## src/rtl/collatz_dispatch.sv

```systemverilog
// Shares NUM_ENGINES external collatz engines across RAM_WORDS consecutive start values.
// Optional macro COLLATZ_DISPATCH_TIMEOUT_EN: stuck engines saturate at 16'hFFFF and set overflow.
`timescale 1ns/1ps
module collatz_dispatch #(
   parameter int NUM_ENGINES   = 4,
   parameter int RAM_WORDS     = 16,
   parameter int RAM_ADDR_BITS = 4
) (
   input  logic                     clk,
   input  logic                     reset_n,
   input  logic                     go,
   input  logic [31:0]              start,
   output logic                     busy,
   output logic                     done,
   input  logic [RAM_ADDR_BITS-1:0] rd_addr,
   output logic [15:0]              rd_data,
   output logic [NUM_ENGINES-1:0]   eng_go,
   output logic [31:0]              eng_n,
   input  logic [NUM_ENGINES-1:0]   eng_done,
   output logic                     overflow
);
   localparam int CW = RAM_ADDR_BITS + 1;
   localparam int EW = (NUM_ENGINES > 1) ? $clog2(NUM_ENGINES) : 1;

   typedef enum logic [1:0] {S_IDLE, S_RUN, S_DONE} state_t;

   state_t                   state_reg;
   logic [31:0]              next_n_reg;
   logic [CW-1:0]            issue_idx_reg;
   logic [CW-1:0]            wr_cnt_reg;
   logic [NUM_ENGINES-1:0]   eng_busy_reg;
   logic [RAM_ADDR_BITS-1:0] tag_reg [NUM_ENGINES];
   logic [15:0]              cnt_reg [NUM_ENGINES];
   logic [15:0]              ram [RAM_WORDS];

   logic [NUM_ENGINES-1:0]   fin;
   logic [NUM_ENGINES-1:0]   inc_en;
   logic [NUM_ENGINES-1:0]   sat;
   logic [EW-1:0]            wr_sel;
   logic [EW-1:0]            iss_sel;
   logic                     wr_any;
   logic                     iss_any;
   logic                     can_issue;
   logic [15:0]              wr_data;

   genvar gi;
   generate
      for (gi = 0; gi < NUM_ENGINES; gi++) begin : g_eng
`ifdef COLLATZ_DISPATCH_TIMEOUT_EN
         assign sat[gi] = (cnt_reg[gi] == 16'hFFFF);
`else
         assign sat[gi] = 1'b0;
`endif
         // In the issue cycle eng_done still reflects the previous sequence, so it is masked.
         assign fin[gi]    = eng_busy_reg[gi] & ~eng_go[gi] & (eng_done[gi] | sat[gi]);
         assign inc_en[gi] = (state_reg == S_RUN) & eng_busy_reg[gi] & ~eng_go[gi]
                             & ~eng_done[gi] & ~sat[gi];
      end
   endgenerate

   always_comb begin
      wr_sel  = '0;
      wr_any  = 1'b0;
      iss_sel = '0;
      iss_any = 1'b0;
      for (int i = NUM_ENGINES - 1; i >= 0; i--) begin
         if (fin[i]) begin
            wr_sel = EW'(i);
            wr_any = 1'b1;
         end
         if (!eng_busy_reg[i]) begin
            iss_sel = EW'(i);
            iss_any = 1'b1;
         end
      end
   end

   assign can_issue = (state_reg == S_RUN) && iss_any && (issue_idx_reg < CW'(RAM_WORDS));
   assign wr_data   = eng_done[wr_sel] ? cnt_reg[wr_sel] : 16'hFFFF;

`ifdef COLLATZ_DISPATCH_TIMEOUT_EN
   logic overflow_reg;
   assign overflow = overflow_reg;
`else
   assign overflow = 1'b0;
`endif

   always_ff @(posedge clk or negedge reset_n) begin
      if (!reset_n) begin
         state_reg     <= S_IDLE;
         next_n_reg    <= '0;
         issue_idx_reg <= '0;
         wr_cnt_reg    <= '0;
         eng_busy_reg  <= '0;
         busy          <= 1'b0;
         done          <= 1'b0;
         eng_go        <= '0;
         eng_n         <= '0;
`ifdef COLLATZ_DISPATCH_TIMEOUT_EN
         overflow_reg  <= 1'b0;
`endif
         for (int i = 0; i < NUM_ENGINES; i++) begin
            tag_reg[i] <= '0;
            cnt_reg[i] <= '0;
         end
      end else begin
         eng_go <= '0;
         for (int i = 0; i < NUM_ENGINES; i++) begin
            if (inc_en[i]) cnt_reg[i] <= cnt_reg[i] + 16'd1;
         end
         case (state_reg)
            S_IDLE, S_DONE: begin
               if (go) begin
                  state_reg     <= S_RUN;
                  next_n_reg    <= start;
                  issue_idx_reg <= '0;
                  wr_cnt_reg    <= '0;
                  busy          <= 1'b1;
                  done          <= 1'b0;
`ifdef COLLATZ_DISPATCH_TIMEOUT_EN
                  overflow_reg  <= 1'b0;
`endif
               end
            end
            S_RUN: begin
               if (can_issue) begin
                  eng_go[iss_sel]       <= 1'b1;
                  eng_n                 <= next_n_reg;
                  eng_busy_reg[iss_sel] <= 1'b1;
                  tag_reg[iss_sel]      <= issue_idx_reg[RAM_ADDR_BITS-1:0];
                  cnt_reg[iss_sel]      <= 16'd1;
                  issue_idx_reg         <= issue_idx_reg + 1'b1;
                  next_n_reg            <= next_n_reg + 32'd1;
               end
               if (wr_any) begin
                  eng_busy_reg[wr_sel] <= 1'b0;
                  wr_cnt_reg           <= wr_cnt_reg + 1'b1;
`ifdef COLLATZ_DISPATCH_TIMEOUT_EN
                  if (!eng_done[wr_sel]) overflow_reg <= 1'b1;
`endif
                  if (wr_cnt_reg == CW'(RAM_WORDS - 1)) begin
                     state_reg <= S_DONE;
                     busy      <= 1'b0;
                     done      <= 1'b1;
                  end
               end
            end
            default: state_reg <= S_IDLE;
         endcase
      end
   end

   // Result RAM: no reset so it maps onto block RAM.
   always_ff @(posedge clk) begin
      if (wr_any && state_reg == S_RUN) ram[tag_reg[wr_sel]] <= wr_data;
   end

   always_ff @(posedge clk or negedge reset_n) begin
      if (!reset_n) rd_data <= '0;
      else          rd_data <= ram[rd_addr];
   end
endmodule

```

## config.mk

```make
export PLATFORM = sky130hd
export DESIGN_NAME = collatz_dispatch
export DESIGN_NICKNAME = d
export VERILOG_FILES = /design/src/rtl/collatz_dispatch.sv
export SDC_FILE = /design/constraint.sdc
export NUM_CORES = 1
export LEC_CHECK = 0
export ABC_AREA = 0
export BUFFER_PORTS_ARGS = -buffer_cell sky130_fd_sc_hd__buf_2
export CAP_MARGIN = 0
export CORE_MARGIN = 2
export CORE_UTILIZATION = 35
export DETAILED_ROUTE_END_ITERATION = 10
export REMOVE_ABC_BUFFERS = 1
export SYNTH_ARGS = -nofsm -noshare
export SYNTH_HDL_FRONTEND = slang
export SYNTH_SLANG_ARGS = --single-unit
export TNS_END_PERCENT = 10
```

## constraint.sdc

```tcl
create_clock -name clk -period 10.5 [get_ports clk]
set_input_delay 1.575 -clock clk [delete_from_list [all_inputs] [get_ports clk]]
set_output_delay 1.575 -clock clk [all_outputs]
set_load 0.01 [all_outputs]
```

Word-level counts from Yosys, hierarchy flattened
Memory sizes are Yosys's and may differ from the RTL's. A register that Yosys moved wholly into a read port is not among the register bits.
Cells that the tools add are included.
{"block": "totals", "regBits": 166, "latchBits": 0, "ram_bits": 256, "romBits": 0, "input_bits": 43, "output_inout_bits": 55, "elab_cells": 158, "mem_count": 1}
{"block": "classes", "n_addsub": 7, "n_mul": 0, "div_mod_pow": 0, "order_cmp": 8, "n_eq_ne": 7, "n_shift": 0, "n_mux": 67, "bitwise_logic": 36, "reduce_logical": 15}
{"memory": "ram", "depth": 16, "width": 16, "rd": 1, "rd_ports_with_merged_regs": 1, "write_ports": 1, "line": "34", "text": "logic [15:0] ram [RAM_WORDS];"}
{"cell": "$mux W16", "n": 8}
{"cell": "$mux W64", "n": 2}
{"cell": "$add A16 B1 Y16 const B", "n": 4}
{"cell": "$mux W32", "n": 2}
{"cell": "$pmux W32 S2", "n": 1}
{"cell": "$and A60 B60 Y60", "n": 1}
{"cell": "$not A60 Y60", "n": 1}
{"cell": "$add A32 B1 Y32 const B", "n": 1}
{"cell": "$bmux W16 S2", "n": 1}
{"cell": "$demux W16 S2", "n": 1}
{"cell": "$mux W4", "n": 8}
{"cell": "$mux W2", "n": 11}
{"cell": "$and A1 B1 Y1", "n": 20}
{"cell": "$pmux W5 S2", "n": 2}
{"cell": "$mux W1", "n": 19}
{"cell": "$bwmux W16", "n": 1}
{"cell": "$mux W5", "n": 3}
{"cell": "$add A5 B1 Y5 const B", "n": 2}
{"cell": "$reduce_and A3 Y1", "n": 3}
{"cell": "$bmux W4 S2", "n": 1}
{"cell": "$demux W4 S2", "n": 1}
{"cell": "$ne A2 B2 Y1 const B", "n": 4}
{"cell": "$not A1 Y1", "n": 8}
{"cell": "$or A4 B4 Y4", "n": 2}
{"cell": "22 further kinds", "n": 33}

Longest topological paths before layout
{"block": "logic_depth", "ltp_word": 14, "ltp_mapped": 8, "mapped_depth_nobuf": 6}

Worst setup path before layout
Ideal clock, no wire load.
{"block": "synth_path", "path_type": "input to register", "start": "input port eng_done[2]", "end": "memory ram[8][0] (enable)", "setup_ns": 0.430, "t_arrival_ns": 4.126, "path_slack_ns": 5.944, "cell_stages": 6, "path_cell_list": "and3b_1 > buf_2 > o31ai_4 > nand2_1 > a211o_1 > nor4_1"}
{"block": "synth_between", "elab_chain_len": 8, "elab_cells_between_ends": 14}
{"item": "start: declaration", "line": "19", "text": "input logic [NUM_ENGINES-1:0] eng_done,"}
{"item": "$and A1 B1 Y1 (*)", "line": "55", "text": "assign fin[gi] = eng_busy_reg[gi] & ~eng_go[gi] & (eng_done[gi] | sat[gi]);"}
{"item": "$mux W2 (3 in series)", "line": "67", "text": "if (fin[i]) begin"}
{"item": "$not A2 Y3 (not written as such)", "line": "155", "text": "if (wr_any && state_reg == S_RUN) ram[tag_reg[wr_sel]] <= wr_data;"}
{"item": "$bmux W4 S2", "line": "155"}
{"item": "$mux W4 (not written as such) (2 in series)", "line": "155"}
{"item": "end: declaration", "line": "34"}
Every way passes the cells marked *; elsewhere a longest branch is shown, timed or not. The select of a mux whose other input is x is not followed.

Worst setup path after layout
{"block": "layout_path", "start": "input port eng_done[3]", "end": "memory ram[9][15], data pin"}
{"block": "layout_between", "elab_chain_len": 10, "elab_cells_between_ends": 12}
{"item": "$and A1 B1 Y1", "line": "55"}
{"item": "$mux W2 (4 in series)", "line": "67"}
{"item": "$not A2 Y3 (not written as such)", "line": "79", "text": "assign wr_data = eng_done[wr_sel] ? cnt_reg[wr_sel] : 16'hFFFF;"}
{"item": "$bmux W16 S2", "line": "79"}
{"item": "$mux W16 (not written as such) (2 in series)", "line": "79"}
{"item": "$mux W16 (*)", "line": "79"}
{"item": "via wr_data[15]", "line": "44", "text": "logic [15:0] wr_data;"}
Mark *: on every way through the listed nets, which the timed path passes. The rest lies on a longest branch. The select of a mux whose other input is x is not followed.

==> reports/metrics.csv <==
metric,value,unit
total negative slack,0,ns
#FFs+latches synth,438,
sw power,2.04,mW
Row Count,84,
total CTS buffers,46,
H-Tree Level Count,2,
DRT Pass-1 Iters,5,
Post-CTS Setup Bufs,0,
Hold Crit Start,eng_n[26],
sequential cell area fraction in the yosys report,65.4,%
"Hold Violations, Final",0,
crit path DAT,4.16,ns
CP startpoint,eng_done[3],
Clock Sinks,438,
worst path cell trace,buf_2 -> nand3b_1 -> o21ai_0 -> nand2_1 -> mux2i_1 -> o211ai_1,
DP Wirelength,28200,µm
Worst-Margin Slew,1.36,ns
Post-CTS Resized,0,
detailed router's first-iteration violation count,914,
max-slew violation count,0,
layout net count,1470,
Max VDD drop,147,µV
Total GRT Usage,16.2,%
Leak Pwr,8.13,nW
die height,235,µm
WL final,44700,µm
aggregate global routing overflow,0,
Post-DRT Antenna Nets,0,
clk_skew,0.0297,ns
syn avg cell area,14.2,µm²
Synth cell types,70,
Worst path slowest cell,o211ai_1,
Slowest Stage Delay on Critical Path,1.08,ns
RSZ-0062 raised after global routing,no,
Yosys top cell by area,edfxtp_1,
cts hold-fix bufs,0,
max-cap violation count,0,
initial antenna violation count,3,
Clk pwr share,27.5,%
routed vias,11500,
pin count of the biggest net entering global routing,73,
run status,"finished, final reports clean",
dpl ws,5.97,ns
Max clock buf depth,3,
Worst slew margin,8.89,%
max reg flops,256,
maximum clock frequency,250,MHz
WL/cell,20.9,µm
Seq pwr share,45.1,%
Clock Latency Late Sink,0.57,ns
power per cell area,280,nW/µm²
Die Area,55300,µm²
fin worst setup slack,6.51,ns
core area,52700,µm²
Synth top area share,41.1,%
Worst setup SP type,input port,
Worst Hold Class,reg -> reg,
ranking of synthesized cells by area,"edfxtp_1 (41%), dfrtp_1 (24%), mux4_2 (9.6%)",
clk slew on worst S/H paths,0.06,ns
CTS tree,built,
CP Class,in -> reg,
cell family with most CP delay,compound AO/OA/AOI/OAI gates,
Vias/cell,5.37,
switch share,33.7,%
Ys Warns,0,
clock root buffer,clkbuf_16,
fin crit period,3.99,ns
number of flops mapped to enable cells by yosys,256,
first-pass GRT wire length,70000,µm
reg2reg start,eng_go[2],
layout cells sized above 1,22.3,%
Setup-failing EPs final,0,
asr flop ratio synth,41.6,%
I/O pins,98,
Critical Path Sink Type,register,
initial core utilization,35.5,%
Port Buf Inserts,96,
top_reg_cell synth,edfxtp_1,
Placer Congestion,0.902,
Buf/Inv on CP,1,
Tcrit/Tclk final,38.0,%
Mapped Cells,1321,
"Data required, critical path",10.67,ns
mapped cell area,18700,µm²
DRC,0,
Crit Path Max Fanout,16,
synthesis-to-layout area growth,15.3,%
Internal Pwr Total,4.01,mW
Comb power frac,27.4,%
vias in the first global route,11600,
Die Span X,235,µm
-- final timing paths --
path                         endpoint  slack, ns  cells after the start
min                         eng_n[26]       0.47                      2
min in group asynchronous  rd_data[5]       0.97                      1
max in group asynchronous   eng_n[22]       7.40                      3
max                        ram[9][15]       6.51                      6
max reg2reg                ram[9][15]       7.15                      5
min reg2reg                 eng_n[26]       0.47                      2
-- kinds of logic after synthesis --
family,Yosys count,synth area share [%]
compound gates,192,6.75
xor+xnor,47,2.20
fa+ha+maj,8,0.535
buf+inv,88,2.09
flops,438,65.4
mux,117,11.7
other cells,1,0.0200
simple gates,430,11.3
-- power groups by stage --
stage	registers [mW]	clock network (mW)	logic [mW]
after floorplan	2.70	0	1.02
after global placement	2.74	0	1.63
after detailed placement	2.75	0	1.68
after CTS	2.72	1.71	1.68
after global routing	2.78	1.78	1.83
final	2.73	1.67	1.65
-- worst min-delay path, cell delays in order (launching register included) --
cell and delay (ns):
dfrtp_1 0.33, nand2_1 0.05, nand2_1 0.05
-- metrics by stage --
step                      hold WS [ns]  instances  cell area [µm²]  utilization, %  power (mW)
final                            0.467       2142            21600            41.0        6.05
after global placement           0.454       2059            20000            38.0        4.37
after CTS                        0.473       2140            21600            41.0        6.11
after detailed placement         0.457       2059            20000            38.0        4.43
after global routing             0.497       2140            21600            41.0        6.39
after floorplan                  0.438       1247            18400               -        3.71
-- synth_stat cells (all sizes together), types with 4 or more instances --
library cell / number
nor3b: 5
mux2: 12
xor2: 21
mux2i: 25
a31oi: 8
and2: 14
nand3: 32
mux4: 80
xnor2: 26
o211ai: 18
a2bb2oi: 7
edfxtp: 256
or3: 17
a41oi: 5
nor2: 83
and4: 4
a22oi: 16
o22a: 8
nor4: 9
inv: 14
nand3b: 5
nand2: 167
a21oi: 57
nand4: 32
ha: 8
o22ai: 10
o21ai: 37
and3: 16
dfrtp: 182
nor3: 28
clkbuf: 39
buf: 35
-- placed cells by master (no fill, tap or decap), drive strengths merged, types with 9 or more instances in the layout --
cell      n
mux2i    25
edfxtp  256
clkbuf   64
a22oi    16
mux2     12
or3      17
o21ai    37
nand4    32
and2     14
nor3     28
o211ai   18
nand2   167
nand3    32
xor2     21
inv      16
nor2     83
mux4     80
clkinv   11
o22ai    10
nor4      9
dfrtp   182
xnor2    26
buf     123
and3     16
a21oi    57
-- metal layers --
layer  vias up  routed length (µm)  GRT usage [%]
li1       5220                   -              -
met2       361               21200           26.3
met4         2                1530           5.95
met3        86                2650           3.34
met5         -                  13              0
met1      5837               19400           21.6
-- final cells by class --
type	instances	area, µm²
clock inverters	18	250
clock buffers	63	1310
well taps	688	861
multi-input cells	795	6160
diodes	2	5.00
flip-flops and latches	438	12200
inverters	14	52.6
repair buffers	124	702
fillers	4776	31100
Power figures use the tool's default switching activity.
